$ cat src/rtl/ccm_ctr_xor.sv
// CCM CTR payload stage: buffers payload blocks, requests one keystream block each, XORs and byte-masks.
// Optional keystream wait watchdog enabled by defining CCM_CTR_XOR_TIMEOUT_EN.
module ccm_ctr_xor #(
    parameter  int WIDTH_BLK   = 128,
    parameter  int FIFO_DEPTH  = 4,
    parameter  int TIMEOUT     = 64,
    localparam int WIDTH_BYTES = $clog2(WIDTH_BLK / 8)
) (
    input  logic                   clk,
    input  logic                   reset,
    input  logic [WIDTH_BLK-1:0]   in_data,
    input  logic [WIDTH_BYTES-1:0] in_bytes,
    input  logic                   in_last,
    input  logic                   in_valid,
    output logic                   in_ready,
    output logic                   ks_req,
    input  logic [WIDTH_BLK-1:0]   ks_data,
    input  logic                   ks_valid,
    output logic [WIDTH_BLK-1:0]   out_data,
    output logic [WIDTH_BYTES-1:0] out_bytes,
    output logic                   out_last,
    output logic                   out_valid,
    input  logic                   out_ready,
    output logic                   ks_unexp,
    output logic                   ks_timeout
);
    localparam int PTR_W = $clog2(FIFO_DEPTH);
    localparam int CNT_W = $clog2(FIFO_DEPTH + 1);
    localparam int NB    = WIDTH_BLK / 8;

    typedef enum logic [1:0] {IDLE, REQ, WAIT, OUT} state_t;

    typedef struct packed {
        logic [WIDTH_BLK-1:0]   data;
        logic [WIDTH_BYTES-1:0] bytes;
        logic                   last;
    } entry_t;

    state_t                 state_q, state_d;
    entry_t                 mem_q [FIFO_DEPTH];
    entry_t                 head;
    logic [PTR_W-1:0]       wr_ptr_q, rd_ptr_q;
    logic [CNT_W-1:0]       count_q;
    logic                   push, pop;
    logic [WIDTH_BLK-1:0]   mask;
    logic [WIDTH_BLK-1:0]   out_data_q;
    logic [WIDTH_BYTES-1:0] out_bytes_q;
    logic                   out_last_q, out_valid_q, ks_unexp_q;

    assign in_ready = (count_q != CNT_W'(FIFO_DEPTH));
    assign push     = in_valid & in_ready;
    assign pop      = (state_q == WAIT) & ks_valid;
    assign head     = mem_q[rd_ptr_q];
    assign ks_req   = (state_q == REQ);

    // NOTE: payload storage has no reset; count_q alone decides which entries are live.
    always_ff @(posedge clk) begin
        if (push) begin
            mem_q[wr_ptr_q] <= '{data: in_data, bytes: in_bytes, last: in_last};
        end
    end

    // NOTE: sequential state uses non-blocking assignments so every register samples pre-edge values.
    always_ff @(posedge clk) begin
        if (reset) begin
            wr_ptr_q <= '0;
            rd_ptr_q <= '0;
            count_q  <= '0;
        end else begin
            if (push) wr_ptr_q <= wr_ptr_q + 1'b1;
            if (pop)  rd_ptr_q <= rd_ptr_q + 1'b1;
            case ({push, pop})
                2'b10:   count_q <= count_q + 1'b1;
                2'b01:   count_q <= count_q - 1'b1;
                default: count_q <= count_q;
            endcase
        end
    end

    // NOTE: defaults first in every always_comb so no path leaves a signal unassigned (no latch).
    always_comb begin
        state_d = state_q;
        case (state_q)
            IDLE:    if (count_q != '0) state_d = REQ;
            REQ:     state_d = WAIT;
            WAIT:    if (ks_valid) state_d = OUT;
            OUT:     if (out_ready) state_d = IDLE;
            default: state_d = IDLE;
        endcase
    end

    always_ff @(posedge clk) begin
        if (reset) state_q <= IDLE;
        else       state_q <= state_d;
    end

    // Byte count n keeps the n most significant bytes; 0 keeps the whole block.
    always_comb begin
        mask = '0;
        for (int b = 0; b < NB; b++) begin
            if (head.bytes == '0 || (NB - 1 - b) < int'(head.bytes)) begin
                mask[b*8 +: 8] = 8'hFF;
            end
        end
    end

    always_ff @(posedge clk) begin
        if (reset) begin
            out_data_q  <= '0;
            out_bytes_q <= '0;
            out_last_q  <= 1'b0;
            out_valid_q <= 1'b0;
            ks_unexp_q  <= 1'b0;
        end else begin
            if (pop) begin
                out_data_q  <= (head.data ^ ks_data) & mask;
                out_bytes_q <= head.bytes;
                out_last_q  <= head.last;
                out_valid_q <= 1'b1;
            end else if (state_q == OUT && out_ready) begin
                out_valid_q <= 1'b0;
            end
            if (ks_valid && state_q != WAIT) ks_unexp_q <= 1'b1;
        end
    end

    assign out_data  = out_data_q;
    assign out_bytes = out_bytes_q;
    assign out_last  = out_last_q;
    assign out_valid = out_valid_q;
    assign ks_unexp  = ks_unexp_q;

`ifdef CCM_CTR_XOR_TIMEOUT_EN
    localparam int WCNT_W = $clog2(TIMEOUT + 1);

    logic [WCNT_W-1:0] wait_cnt_q;
    logic              ks_timeout_q;

    // WAIT is only entered from REQ, so clearing in REQ clears on entry; the count saturates.
    always_ff @(posedge clk) begin
        if (reset) begin
            wait_cnt_q   <= '0;
            ks_timeout_q <= 1'b0;
        end else begin
            if (state_q == REQ) begin
                wait_cnt_q <= '0;
            end else if (state_q == WAIT && wait_cnt_q != WCNT_W'(TIMEOUT)) begin
                wait_cnt_q <= wait_cnt_q + 1'b1;
            end
            if (state_q == WAIT && wait_cnt_q == WCNT_W'(TIMEOUT - 1)) ks_timeout_q <= 1'b1;
        end
    end

    assign ks_timeout = ks_timeout_q;
`else
    assign ks_timeout = 1'b0;
`endif

endmodule

$ cat config.mk
export PLATFORM = sky130hd
export DESIGN_NAME = ccm_ctr_xor
export DESIGN_NICKNAME = d
export VERILOG_FILES = /design/src/rtl/ccm_ctr_xor.sv
export SDC_FILE = /design/constraint.sdc
export NUM_CORES = 1
export LEC_CHECK = 0
export CAP_MARGIN = 0
export CORE_MARGIN = 8
export CORE_UTILIZATION = 45
export DETAILED_ROUTE_END_ITERATION = 6
export HOLD_SLACK_MARGIN = 0.12
export PLACE_DENSITY = 0.72
export SLEW_MARGIN = 20
export SYNTH_ARGS = -nofsm -noshare
export SYNTH_HDL_FRONTEND = slang
export SYNTH_SLANG_ARGS = --single-unit
$ cat constraint.sdc
create_clock -name clk -period 6.2 [get_ports clk]
set_input_delay 0.62 -clock clk [delete_from_list [all_inputs] [get_ports clk]]
set_output_delay 0.62 -clock clk [all_outputs]
set_load 0.02 [all_outputs]
==> results of run 1 <==
## per-layer routing
layer  vias to the layer above  GRT usage  part of all wire
li1                       6175          -                 -
met1                      6876      0.225              0.40
met4                        12     0.0683             0.030
met5                         -          0            0.0012
met2                       409      0.311              0.50
met3                       109     0.0486             0.064
## power breakdown
group | internal (W) | leakage [nW] | switching, W
clock network | 0.00234 | 1.07 | 0.00167
logic | 0.000787 | 3.10 | 0.000762
registers | 0.00525 | 6.07 | 0.000124
total | 0.00837 | 10.2 | 0.00255
## registers in the layout (all words and copies together), names as in the netlist, named ones only
signal,count
count_q,3
ks_unexp,1
mem_q,532
out_bytes,4
out_data,128
out_last,1
out_valid,1
rd_ptr_q,2
state_q,2
wr_ptr_q,2
## worst max-delay path, delay by kind of cell (launching register included)
| family | cells | cell delay, ns |
|---|---|---|
| muxes | 1 | 0.61 |
| DFF | 1 | 0.94 |
| AOI/OAI and AO/OA | 3 | 1.43 |
## area by class of cell
type | instances | share of cell area
Inverter | 11 | 0.00127
Timing Repair Buffer | 419 | 0.131
Multi-Input combinational cell | 614 | 0.187
Sequential cell | 678 | 0.583
Tap cell | 748 | 0.0289
Clock buffer | 98 | 0.0605
Clock inverter | 30 | 0.00737
Antenna cell | 9 | 0.000695
## logic make-up after synthesis
logic type	Yosys count	share of synthesized area
compound gates	161	0.0389
xor+xnor	134	0.0466
fa+ha+maj	10	0.00526
buf+inv	69	0.0112
flops	678	0.750
mux	135	0.120
other cells	1	0.000149
simple gates	173	0.0284
## how the worst max path moves through the flow
| stage | to | slack (ns) | cells after the start |
|---|---|---|---|
| finish | out_data[56] | 3.03 | 4 |
| global route | out_data[28] | 2.84 | 6 |
| CTS | out_data[123] | 2.77 | 5 |
| detailed placement | out_data[54] | 2.80 | 5 |
| global placement | out_data[23] | 2.82 | 5 |
| floorplan | mem_q[0][0] | 1.86 | 2 |
## cell usage after synthesis, types with 2 or more instances
cell type,n,share of area
edfxtp_1,532,0.63
dfxtp_1,146,0.12
mux4_2,133,0.12
xnor2_1,132,0.046
nand2_1,105,0.016
o21ai_0,89,0.018
nor2_1,53,0.0079
a211oi_1,41,0.012
clkbuf_1,38,0.0057
buf_2,15,0.0030
a21oi_1,10,0.0020
inv_1,10,0.0015
ha_1,9,0.0045
o21ai_1,8,0.0016
and3_1,6,0.0015
buf_1,4,0.00060
o41ai_2,3,0.0019
mux2i_1,2,0.00079
o21a_1,2,0.00060
xor2_1,2,0.00070
## per-stage QoR
step / hold slack, ns / worst slack [ns] / instance area (um^2) / power, W / std cells
after floorplan: 0.466 / 1.86 / 25200 / 0.00641 / 1361
after global placement: 0.433 / 2.82 / 30100 / 0.00698 / 2468
after detailed placement: 0.442 / 2.80 / 30200 / 0.00703 / 2469
after CTS: 0.456 / 2.77 / 32400 / 0.0110 / 2597
after global routing: 0.485 / 2.84 / 32400 / 0.0113 / 2603
final: 0.452 / 3.03 / 32400 / 0.0109 / 2607
==> metrics, run 1 <==
root buffer cell clkbuf_16; layout cells sized above 1 0.142; most frequent cells in the layout edfxtp_1, clkdlybuf4s50_1, dfxtp_1; Max-slew headroom 0.229; Die X-Extent between 200 and 300 um; DR vias/cell about 5.2; CP Data Arrival Time between 3 and 4 ns; Post-Syn Instances ~1400; minimum clock period between 3 and 4 ns; global-route wire length before repair between 80000 and 90000 um; DRT iter0 DRCs slightly below 800; Clock Skew roughly 0.022 ns; total track usage 0.183; Leak Pwr 10.2 nW; Worst setup EP type flop; syn_area_per_cell about 19 um^2; R2R setup slack 3.03 ns; VDD IR max between 200 and 250 uV; routability-driven placement congestion ratio around 0.76; dpl hpwl between 30000 and 40000 um; Reg area 18900 um^2; # rows 86; Post-route DRC 0; Critical-path top delay cell dfxtp_4; CP startpoint kind flop; clk sinks 678; Yosys cell types 41; R2R cell count 4; Starting Density 0.457; outcome finished clean; initial antenna violation count 13; total core area ~55000 um^2; Worst-Margin Slew 1.15 ns; Fmax achieved around 320 MHz; RSZ-0062 raised after global routing no; Post-Syn Nets between 1500 and 2000; most common cell after layout, fill and taps aside edfxtp_1; Nets around 2100; Ports 404; Slew Limit Fails 0; largest net degree at the start of global routing 95; ys async rst share 0; R2R Path End out_data[56]; Worst Hold Launch out_data[70]; die footprint approximately 64000 um^2; Top FF cell, synth edfxtp_1; Die H 253 um; synth warn 0; routed len/inst 22.8 um; Crit path largest cell delay approximately 0.94 ns; clock slew at reported path FFs approximately 0.06 ns; Total Wirelength between 50000 and 60000 um; HP Class reg -> reg; CTS Buf Count 69; Final Hold Fails 0; final setup fails 0; Post-CTS Resized 0; Worst Setup Path Type reg -> reg; Post-synth EDFFs between 500 and 600; setup fix buffers added after clock tree synthesis 0; Cell Area, Synth ~25000 um^2; setup TNS 0 ns; P&R area growth vs syn 28.6%; grt ovf 0; Multi-input gate area between 6000 and 7000 um^2; register area share after synthesis 0.750; Seq cells post-synth just under 700; Worst Path Max Fanout between 50 and 60; # hold bufs at CTS 0; worst-skew pair later-pin latency roughly 0.6 ns; fillers around 4000; Worst Hold Depth 2; MaxCap Viol Count 0; Max clock buf depth 3; power per cell area approximately 340 nW/um^2; Finished Core Util 0.587; via count around 14000; drt first pass iters 5; CP Cell Sequence mux4_2, o31a_1, o21ai_1, o21ai_0; CTS tree yes; WHS Endpoint out_data[70]; Tcrit/Tclk final 0.511; vias in the first global route roughly 14000; Crit path required time approximately 6.6 ns; # H-tree levels 3; Port-buffer cells 402; number of antenna-violating nets in the routed design 0
Power figures use the tool's default switching activity.
==> run 2: changes to the inputs <==
--- a/config.mk
+++ b/config.mk
@@ -10,7 +10,7 @@
 export CORE_UTILIZATION = 45
 export DETAILED_ROUTE_END_ITERATION = 6
 export HOLD_SLACK_MARGIN = 0.12
-export PLACE_DENSITY = 0.72
+export PLACE_DENSITY = 0.75
 export SLEW_MARGIN = 20
 export SYNTH_ARGS = -nofsm -noshare
 export SYNTH_HDL_FRONTEND = slang
==> constraint.sdc (replaced) <==
create_clock -name clk -period 2.7 [get_ports clk]
set_input_delay 0.27 -clock clk [delete_from_list [all_inputs] [get_ports clk]]
set_output_delay 0.27 -clock clk [all_outputs]
set_load 0.02 [all_outputs]
==> run 2 against run 1 <==
  * Final area up 1.9%
  * Power up 140%
  * Critical endpoint is now out_data[32]
  * Via count up 1.1%
  * Sequential power up 130%
  * Global-route usage down 0.37 points
  * Clock power up 140%
  * Utilization up 1.1 points
  * Clock-buffer cell count down 4
  * Wire length down 2.2%
  * Die area unchanged
  * Combinational power up 140%
==> metrics, run 2 (synthesis gave the netlist of run 1 again) <==
Top Layer Used met5; placed instance area 30600 um^2; MaxCap Viol Count 0; layout cells sized above 1 0.164; DR vias/cell 5.18; Fmax achieved slightly above 400 MHz; # hold bufs at CTS 0; grt ovf 0; global-route wire length before repair between 80000 and 90000 um; R2R cell count 4; Clock Skew between 0.02 and 0.03 ns; Leak Pwr around 11 nW; VDD IR max slightly above 500 uV; clock slew at reported path FFs roughly 0.060 ns; Worst Hold Depth 1; initial antenna violation count 15; Worst setup EP type flop; CTS Buf Count about 70; Crit path required time between 3 and 4 ns; final setup fails 0; Post-CTS Resized 0; Slew Limit Fails 0; RSZ-0062 raised after global routing no; register name with the most flops mem_q; most common cell after layout, fill and taps aside edfxtp_1; Worst-Margin Slew 0.951 ns; DRT met1 WL 22800 um; CP Cell Sequence mux4_2, nor4_4, o21ai_1, a211oi_1; vias in the first global route 14700; P&R area growth vs syn 31.1%; drt first pass iters 5; total core area approximately 55000 um^2; total track usage 0.180; # rows 86; Critical-path top delay cell mux4_2; Power Total between 0.02 and 0.03 W; number of antenna-violating nets in the routed design 0; dpl hpwl 39600 um; Worst Setup Path Type reg -> reg; via count about 14000; Worst Path Max Fanout 17; most frequent cells in the layout edfxtp_1, clkdlybuf4s50_1, dfxtp_1; setup fix buffers added after clock tree synthesis 0; routability-driven placement congestion ratio 0.779; root buffer cell clkbuf_16; worst-skew pair later-pin latency between 0.5 and 0.6 ns; CP Data Arrival Time a little under 3 ns; Starting Density 0.457; power per cell area slightly below 800 nW/um^2; Port-buffer cells around 400; Post-route DRC 0; # H-tree levels 3; die footprint between 60000 and 70000 um^2; Final Hold Fails 0; Max-slew headroom 0.362; Total Wirelength just under 60000 um; setup TNS 0 ns; Crit path largest cell delay roughly 0.7 ns; clk sinks just under 700; HP Class in -> reg; max reg flops between 500 and 600; Tcrit/Tclk final 0.908; Ports a little over 400; CTS tree yes; DRT iter0 DRCs about 870; cell area after layout about 33000 um^2; Die X-Extent 253 um; routed length on met3 between 3000 and 4000 um; Max clock buf depth 3; Nets about 2100; CP startpoint kind flop; outcome finished clean; minimum clock period between 2 and 2.5 ns; met2 wire length approximately 30000 um; routed len/inst 22.0 um; largest net degree at the start of global routing 75; Die H between 200 and 300 um
## run 2: cell type report
| cell class | count | area, um^2 |
|---|---|---|
| Timing Repair Buffer | 457 | 4690 |
| Multi-Input combinational cell | 614 | 6050 |
| Inverter | 11 | 41.3 |
| Sequential cell | 678 | 18900 |
| Clock inverter | 34 | 369 |
| Tap cell | 748 | 936 |
| Fill cell | 4022 | 22200 |
| Clock buffer | 94 | 2010 |
| Antenna cell | 13 | 32.5 |
## run 2: critical path, delay by kind of cell (launching register included)
kind | cells | cell delay (ns)
AOI/OAI and AO/OA | 2 | 0.73
DFF | 1 | 0.42
muxes | 1 | 0.71
and+or+nand+nor | 1 | 0.46
## run 2: stage by stage
stage | setup slack (ns) | utilization | instances | hold slack, ns
after floorplan | -0.128 | - | 1361 | 0.369
final | 0.248 | 0.598 | 2649 | 0.313
after detailed placement | 0.242 | 0.554 | 2507 | 0.444
after global placement | 0.320 | 0.554 | 2507 | 0.432
after CTS | 0.247 | 0.597 | 2635 | 0.260
after global routing | 0.102 | 0.598 | 2647 | 0.295
## run 2: final timing paths
check / startpoint / endpoint / slack [ns]
max: flop / out_data[32] / 0.25
min: in_data[114] / mem_q[0][119] / 0.31
max reg2reg: flop / out_data[32] / 0.25
min reg2reg: out_data[115] / out_data[115] / 0.45
## run 2: power breakdown
part	switching (W)	internal [W]
combinational	0.00182	0.00190
sequential	0.000243	0.0120
clock	0.00385	0.00591
total	0.00591	0.0198
## run 2: per-layer routing
metal / global-route usage / vias up
met5: 0 / -
met1: 0.218 / 6994
met4: 0.0779 / 4
met2: 0.306 / 376
li1: - / 6262
met3: 0.0415 / 93
